`src/rtl/counter_sched.sv`:
```
// Programmable interval timer sequencer around an 8-bit count register: start/stop/pause,
// terminal-count tick, one-shot done. Optional prescaler enabled by defining COUNTER_PRESCALE_EN.
module counter_sched #(
    parameter int W     = 8,
    parameter int PRE_W = 4
) (
    input  logic             clk,
    input  logic             res,
    input  logic             start,
    input  logic             stop,
    input  logic             pause,
    input  logic [W-1:0]     period,
    input  logic             mode,
`ifdef COUNTER_PRESCALE_EN
    input  logic [PRE_W-1:0] pre_div,
`endif
    output logic [W-1:0]     y,
    output logic             tick,
    output logic             done,
    output logic             busy
);

    typedef enum logic [1:0] {
        ST_IDLE = 2'd0,
        ST_RUN  = 2'd1,
        ST_HOLD = 2'd2,
        ST_DONE = 2'd3
    } state_t;

    state_t         state_q, state_d;
    logic [W-1:0]   y_q, y_d;
    logic [W-1:0]   per_q, per_d;
    logic           mode_q, mode_d;
    logic           tick_q, tick_d;
    logic           done_q, done_d;
    logic           busy_q, busy_d;
    logic           accept_s;
    logic           ce_s;

    assign accept_s = (state_q == ST_IDLE) && start && !stop && (period != {W{1'b0}});

`ifdef COUNTER_PRESCALE_EN
    logic [PRE_W-1:0] pre_cnt_q, pre_cnt_d;
    logic             adv_s;

    assign adv_s = ((state_q == ST_RUN) || (state_q == ST_HOLD)) && !stop && !pause;
    assign ce_s  = (pre_cnt_q == pre_div);

    // Prescaler: cleared on accepted start or stop, frozen while paused or idle
    always_comb begin
        pre_cnt_d = pre_cnt_q;
        if (accept_s || stop) begin
            pre_cnt_d = {PRE_W{1'b0}};
        end else if (adv_s) begin
            if (ce_s) begin
                pre_cnt_d = {PRE_W{1'b0}};
            end else begin
                pre_cnt_d = pre_cnt_q + {{(PRE_W-1){1'b0}}, 1'b1};
            end
        end else begin
            pre_cnt_d = pre_cnt_q;
        end
    end

    // Prescaler register
    always_ff @(posedge clk or negedge res) begin
        if (!res) begin
            pre_cnt_q <= {PRE_W{1'b0}};
        end else begin
            pre_cnt_q <= pre_cnt_d;
        end
    end
`else
    assign ce_s = 1'b1;
`endif

    // Next-state and next-output logic; stop beats pause beats start/count
    always_comb begin
        state_d = state_q;
        y_d     = y_q;
        per_d   = per_q;
        mode_d  = mode_q;
        tick_d  = 1'b0;
        done_d  = 1'b0;
        case (state_q)
            ST_IDLE: begin
                if (accept_s) begin
                    per_d   = period;
                    mode_d  = mode;
                    y_d     = {W{1'b0}};
                    state_d = ST_RUN;
                end else begin
                    state_d = ST_IDLE;
                end
            end
            // The resume edge out of HOLD counts too, so a pause delays the tick by exactly its length
            ST_RUN, ST_HOLD: begin
                if (stop) begin
                    state_d = ST_IDLE;
                    y_d     = {W{1'b0}};
                end else if (pause) begin
                    state_d = ST_HOLD;
                end else begin
                    state_d = ST_RUN;
                    if (ce_s) begin
                        if (y_q == per_q) begin
                            tick_d = 1'b1;
                            y_d    = {W{1'b0}};
                            if (mode_q) begin
                                state_d = ST_RUN;
                            end else begin
                                done_d  = 1'b1;
                                state_d = ST_DONE;
                            end
                        end else begin
                            y_d = y_q + {{(W-1){1'b0}}, 1'b1};
                        end
                    end else begin
                        y_d = y_q;
                    end
                end
            end
            ST_DONE: begin
                state_d = ST_IDLE;
                y_d     = {W{1'b0}};
            end
            default: begin
                state_d = ST_IDLE;
                y_d     = {W{1'b0}};
            end
        endcase
        busy_d = (state_d == ST_RUN) || (state_d == ST_HOLD);
    end

    // State, count, latched configuration and registered outputs
    always_ff @(posedge clk or negedge res) begin
        if (!res) begin
            state_q <= ST_IDLE;
            y_q     <= {W{1'b0}};
            per_q   <= {W{1'b0}};
            mode_q  <= 1'b0;
            tick_q  <= 1'b0;
            done_q  <= 1'b0;
            busy_q  <= 1'b0;
        end else begin
            state_q <= state_d;
            y_q     <= y_d;
            per_q   <= per_d;
            mode_q  <= mode_d;
            tick_q  <= tick_d;
            done_q  <= done_d;
            busy_q  <= busy_d;
        end
    end

    assign y    = y_q;
    assign tick = tick_q;
    assign done = done_q;
    assign busy = busy_q;

endmodule

```
`config.mk`:
```
export PLATFORM = sky130hd
export DESIGN_NAME = counter_sched
export DESIGN_NICKNAME = d
export VERILOG_FILES = /design/src/rtl/counter_sched.sv
export SDC_FILE = /design/constraint.sdc
export NUM_CORES = 1
export LEC_CHECK = 0
export CORE_UTILIZATION = 50
export DETAILED_ROUTE_END_ITERATION = 10
export PLACE_DENSITY = 0.76
export SLEW_MARGIN = 20
export SYNTH_ARGS = -nofsm -noshare
export SYNTH_HDL_FRONTEND = slang
export SYNTH_SLANG_ARGS = --single-unit
```
`constraint.sdc`:
```
create_clock -name clk -period 2 [get_ports clk]
set_clock_uncertainty 0.2 [all_clocks]
set_input_delay 0.2 -clock clk [delete_from_list [all_inputs] [get_ports clk]]
set_output_delay 0.2 -clock clk [all_outputs]
set_load 0.02 [all_outputs]
```
==> metrics.yaml, run 1 <==
cells_and_area:
  area_growth_pct: 35.4
  insertedDiodeCount: 0
  stdcell_count: 171
  drive_above_1_share_pct: 23.1
  layout_common_cells: "clkdlybuf4s50_1 (24), dfrtp_1 (22), buf_4 (14), mux2_1 (9), nand2_1 (8)"
  layout.nets: 161
  fillers: 180
  final_common_cell: "clkdlybuf4s50_1"
outcome:
  status: "complete, no violations"
drt:
  drt_wl_total_um: 2560
  antenna_left: 0
  vias: 961
  avgViaCountPerCell: 5.62
  drcViolationCount: 0
  post_drt_wl_per_cell_um: 15.0
  firstDrtPassIters: 4
  drt_iter0_markers: 16
global_route:
  grt_max_degree: 23
  grt_pass1_vias: 953
  grt_pass1_wl_um: 4250
  overflow: 0
  antenna_found_initial: 0
  grtUsageTotal_pct: 21.9
sta:
  layout_min_cycle_time_ps: 1950
  finalMaxSlewViolations: 0
  setup_viol: 0
  period_share_pct: 97.6
  worst_slack_ps: 48.1
  tns_ps: 0
  holdWs_ps: 13.4
  max_slew_margin_pct: 63.2
  max_freq_mhz: 512
  tightestPinTransition_ps: 547
  hold_violations: 0
power_and_ir_drop:
  peakVddDrop_mv: 0.497
  p_per_area_nw_per_um2: 699
  cellLeakagePower_nw: 0.721
place:
  gp_congestion: 0.793
  dp.final_hpwl_um: 1950
  dp_slack_ps: -138
  numPortBuffers: 24
  place_inst: 167
clocking:
  cts_inserted_buffers: 3
  path_clk_slew_ps: 130
  htree_levels: 1
  worstSkewPairLatency_ps: 320
  clock_path_buffers: 2
  cts.sinks: 22
  cts_root_buf: "clkbuf_4"
  hold_buffers: 0
  cts_tree: "built"
die:
  dieArea_um2: 2650
  die_h_um: 51.5
  die-width_um: 51.5
  coreArea_um2: 2250
  initial_utilization_pct: 54.3
  std_cell_rows: 17
  num_io_pins: 25
setup_path:
  cpMostUsedCell: "nand2_1"
  startpoint_type: "register"
  path_cells: "inv_1 > ha_1 > nand2_1 > a211oi_4 > nand2_1 > a2111oi_4 > a221oi_2"
  crit-reg2reg-launch: "state_q[0]"
  r2r-end: "busy"
  crit_arrival_ps: 1940
  critPathKind: "reg -> reg"
  slowest_delay_ps: 380
  critPathLaunch: "state_q[0]"
  r2r_slack_ps: 50
  r2r_cells: 7
  crit_fanout: 4
  required_ps: 1990
  endpoint_kind: "register"
  slowest_stage: "dfrtp_1"
  cp-endpoint: "busy"
logic_synthesis:
  yosysWarnings: 0
  syn_nets: 120
  postSynth.asyncResetShare_pct: 100
  synth-main-ff-cell: "dfrtp_1"
  synth_edf_count: 0
  synth_cell_types: 38
  syn_area_per_cell_um2: 11.9
  ys_seq_area_share_pct: 44.9
  synth_seq_cells: 22
  synth_cells: 103
  synth_area_um2: 1220
worst_hold_path:
  hp-class: "in -> async"
job:
  drv_cap: 0
[power breakdown]
part | internal [mW] | switching (mW)
combinational | 0.138 | 0.143
clock | 0.203 | 0.144
sequential | 0.494 | 0.0387
total | 0.835 | 0.325
[cell families after synthesis]
group | count (synthesis) | share of synthesized area, %
DFF | 22 | 44.9
xor gates and xnor gates | 8 | 6.33
AOI/OAI and AO/OA | 22 | 15.5
buffers and inverters | 5 | 2.45
muxes | 10 | 9.19
and+or+nand+nor | 33 | 18.5
adders and majority gates | 3 | 3.06
[how the worst min path moves through the flow]
stage,end,cells past startpoint,slack (ps)
finish,per_q[2],2,10
global route,y[2],2,40
CTS,per_q[2],2,20
detailed placement,per_q[4],1,300
global placement,per_q[5],1,290
floorplan,busy,0,-300
[layout make-up]
class | count | area [µm²] | share of cell area, %
multi-input combinational | 76 | 664 | 40.0
sequential | 22 | 551 | 33.2
timing repair buffer | 38 | 345 | 20.8
tap | 28 | 35.0 | 2.11
clock inverter | 1 | 30.0 | 1.81
clock buffer | 3 | 22.5 | 1.36
inverter | 3 | 11.3 | 0.679
[worst max-delay path, delay by kind of cell, from the launching register on]
kind / cells / cell delay, ps
AO/OA/AOI/OAI: 3 / 690
flip-flops: 1 / 380
AND/OR/NAND/NOR: 2 / 270
adder cells (fa/ha/maj): 1 / 210
buffers and inverters: 1 / 80
[cells in the mapped netlist (2+ instances only)]
cell type / n / area share, %
inv_1: 3 / 0.92
o31ai_1: 2 / 1.2
nor4_2: 2 / 2.0
dfrtp_1: 22 / 45
xor2_1: 7 / 5.0
ha_1: 3 / 3.1
nand2_1: 8 / 2.5
o21ai_1: 4 / 1.6
nand3_1: 3 / 1.2
a22o_1: 4 / 2.9
nor2_1: 3 / 0.92
a211o_1: 2 / 1.4
mux2_1: 9 / 8.3
nor4_1: 2 / 1.0
nor3_1: 2 / 0.82
nor2b_1: 3 / 1.5
o21ai_0: 2 / 0.82
nor4_4: 2 / 3.5
[registers in the layout, summed over array words and instances (netlist names)]
signal,count
per_q,8
y,8
state_q,2
busy,1
done,1
mode_q,1
tick,1
[per-layer routing]
| metal | routed length [µm] | GRT usage, % | vias to the layer above |
|---|---|---|---|
| li1 | - | - | 459 |
| met1 | 1170 | 31.3 | 466 |
| met2 | 1240 | 34.0 | 30 |
| met3 | 108 | 2.63 | 6 |
| met4 | 42 | 8.56 | 0 |
| met5 | 0 | 0 | - |
[what timing repair did]
action | in CTS | in global routing
setup buffers | 0 | 0
hold endpoints to repair | 0 | 0
resized for setup | 0 | 2
endpoints found under the setup margin | 0 | 4
[metrics by stage]
| stage | total power, mW | instance area (µm²) | utilization, % |
|---|---|---|---|
| 2_1_floorplan | 0.709 | 1220 | - |
| 3_3_place_gp | 0.806 | 1590 | 70.4 |
| 3_5_place_dp | 0.817 | 1590 | 70.4 |
| 4_1_cts | 1.16 | 1640 | 72.7 |
| 5_1_grt | 1.21 | 1660 | 73.6 |
| 6_report | 1.16 | 1660 | 73.6 |
Note: power is estimated with default switching activity, not from simulation.
==> run 2, diff against run 1 <==
PLACE_DENSITY = 0.78   (was 0.76)
clock period = 1.8 ns   (was 2 ns; I/O delays follow)
==> run 2 against run 1 <==
The flow now finishes with violations (hold timing, setup timing); final area grew 8.7%; hold slack worse by 16 ps; global-route usage up 3.5 points; setup slack worse by 130 ps; power increased by 6.1%; clock power is 33% lower; die area did not move; largest power group unchanged.
==> metrics.yaml, run 2 (same netlist as run 1, synthesis figures left out) <==
setup_path:
  startpoint_type: "register"
  crit_arrival_ps: 1880  # -60 ps
  endpoint_kind: "register"
  critPathLaunch: "y[5]"
  crit_buf_inv: 0  # -1
  required_ps: 1800  # -190 ps
  crit_fanout: 8  # +4
  crit-reg2reg-launch: "y[5]"
  path_delay_family: "compound AO/OA/AOI/OAI gates"
  slowest_stage: "dfrtp_2"
  slowest_delay_ps: 430  # +50 ps
  critPathKind: "reg -> reg"
  path_cells: "xor2_1 > nor4_4 > a21o_4 > nor2_1 > a211o_1"
sta:
  layout_min_cycle_time_ps: 1880  # -69.7 ps
  max_freq_mhz: 531  # +3.7%
  max_slew_margin_pct: 76.2  # +13 points
  rsz0062_at_grt: "yes"
  worst_slack_ps: -82.2  # -130 ps
  hold_violations: 11  # +11
  finalMaxSlewViolations: 0  # unchanged
  tightestPinTransition_ps: 355  # -192 ps
  holdWs_ps: -2.31  # -15.7 ps
  setup_viol: 15  # +15
  period_share_pct: 105  # +7.0 points
  tns_ps: -507  # -507 ps
power_and_ir_drop:
  p_per_area_nw_per_um2: 682  # -2.4%
  peakVddDrop_mv: 0.517  # +4.0%
  cellLeakagePower_nw: 0.825  # +14%
  report.power.total_mw: 1.23  # +6.1%
place:
  numPortBuffers: 24  # unchanged
  gp_congestion: 0.781  # -1.6%
  dp.final_hpwl_um: 2100  # +8.0%
  place_inst: 172  # +3.0%
clocking:
  clock_path_buffers: 2  # unchanged
  cts_inserted_buffers: 3  # unchanged
  cts_root_buf: "clkbuf_4"
  path_clk_slew_ps: 120  # about the same
  worstSkewPairLatency_ps: 310  # about the same
  cts.sinks: 22  # unchanged
  htree_levels: 1  # unchanged
  hold_buffers: 0  # unchanged
  cts_tree: "built"
drt:
  vias: 1021  # +6.2%
  post_drt_wl_per_cell_um: 16.0  # +6.7%
  drt_wl_total_um: 2880  # +12%
  firstDrtPassIters: 4  # unchanged
  avgViaCountPerCell: 5.67  # +0.93%
  drt_iter0_markers: 13  # -3
  antenna_left: 0  # unchanged
  drcViolationCount: 0  # unchanged
cells_and_area:
  multi_input_area_um2: 757  # +14%
  fillers: 143  # -21%
  layout.nets: 170  # +5.6%
  drive_above_1_share_pct: 42.1  # +19 points
  stdcell_count: 180  # +5.3%
  insertedDiodeCount: 0  # unchanged
  area_growth_pct: 47.3
  layout_common_cells: "buf_4 (21), clkdlybuf4s50_1 (17), dfrtp_1 (15), mux2_4 (8), dfrtp_2 (7)"
  final_common_cell: "buf_4"
  final-seq-area_um2: 559  # +1.6%
die:
  die_h_um: 51.5  # unchanged
  coreArea_um2: 2250  # unchanged
  dieArea_um2: 2650  # unchanged
  num_io_pins: 25  # unchanged
  std_cell_rows: 17  # unchanged
  die-width_um: 51.5  # unchanged
  initial_utilization_pct: 54.3  # unchanged
global_route:
  grtUsageTotal_pct: 25.5  # +3.5 points
  grt_max_degree: 23  # unchanged
  overflow: 0  # unchanged
  antenna_found_initial: 0  # unchanged
  grt_pass1_wl_um: 4800  # +13%
  grt_pass1_vias: 1087  # +14%
outcome:
  violations: "hold timing, setup timing"
  status: "complete, but fails checks"
job:
  drv_cap: 0  # unchanged
worst_hold_path:
  hp-class: "in -> async"
-- run 2: changes by cell type in the layout (fill, tap and decap cells not counted), moves of 6 or more --
cell / previous run / this run
dfrtp_1: 22 / 15
dfrtp_2: 0 / 7
mux2_1: 9 / 1
dlygate4sd2_1: 0 / 6
buf_4: 14 / 21
mux2_4: 0 / 8
clkdlybuf4s50_1: 24 / 17
-- run 2: stage by stage --
stage                     util (%)  setup WS, ps  area, µm²
after floorplan                  -         -1.82       1250
after global placement        73.3          -236       1650
after detailed placement      73.3          -274       1650
after CTS                     76.0         -86.5       1710
after global routing          80.0          -161       1800
final                         80.0         -82.2       1800
-- run 2: area by class of cell --
class,count,share of cell area [%]
sequential,22,31.0
timing repair buffer,47,23.0
inverter,3,0.624
clock buffer,4,1.46
multi-input combinational,76,42.0
tap,28,1.94
-- run 2: timing repair --
item / CTS / global route
gates cloned: 0 / 0
buffers inserted: 1 / 3
endpoints found under the setup margin: 24 / 20
resized for setup: 15 / 15
pin swaps: 2 / 6
-- run 2: worst reg2reg max path: cells and delay by family, from the launching register on --
kind,cells,cell delay [ps]
simple gates,2,460
flops,1,430
compound gates,2,500
xor+xnor,1,170
-- run 2: routing by layer --
layer | wire length (µm) | share of wire (%) | global-route usage (%)
met5 | 0 | 0 | 0
met4 | 65 | 2.3 | 13.5
met3 | 87 | 3.0 | 3.51
met2 | 1510 | 52 | 46.8
met1 | 1220 | 42 | 28.1
-- run 2: path summary, 6_finish.rpt --
check	end	slack (ps)	cells after the start
worst max-delay path	y[6]	-80	5
worst min register to register	per_q[5]	340	1
max in group asynchronous	y[6]	1160	2
worst max register to register	y[6]	-80	5
min in group clk	mode_q	280	2
worst min-delay path	per_q[7]	-2	2
-- run 2: where the power goes --
group / internal [mW] / switching (mW) / total [mW]
registers: 0.550 / 0.0509 / 0.601
logic: 0.215 / 0.183 / 0.398
clock network: 0.0865 / 0.146 / 0.232
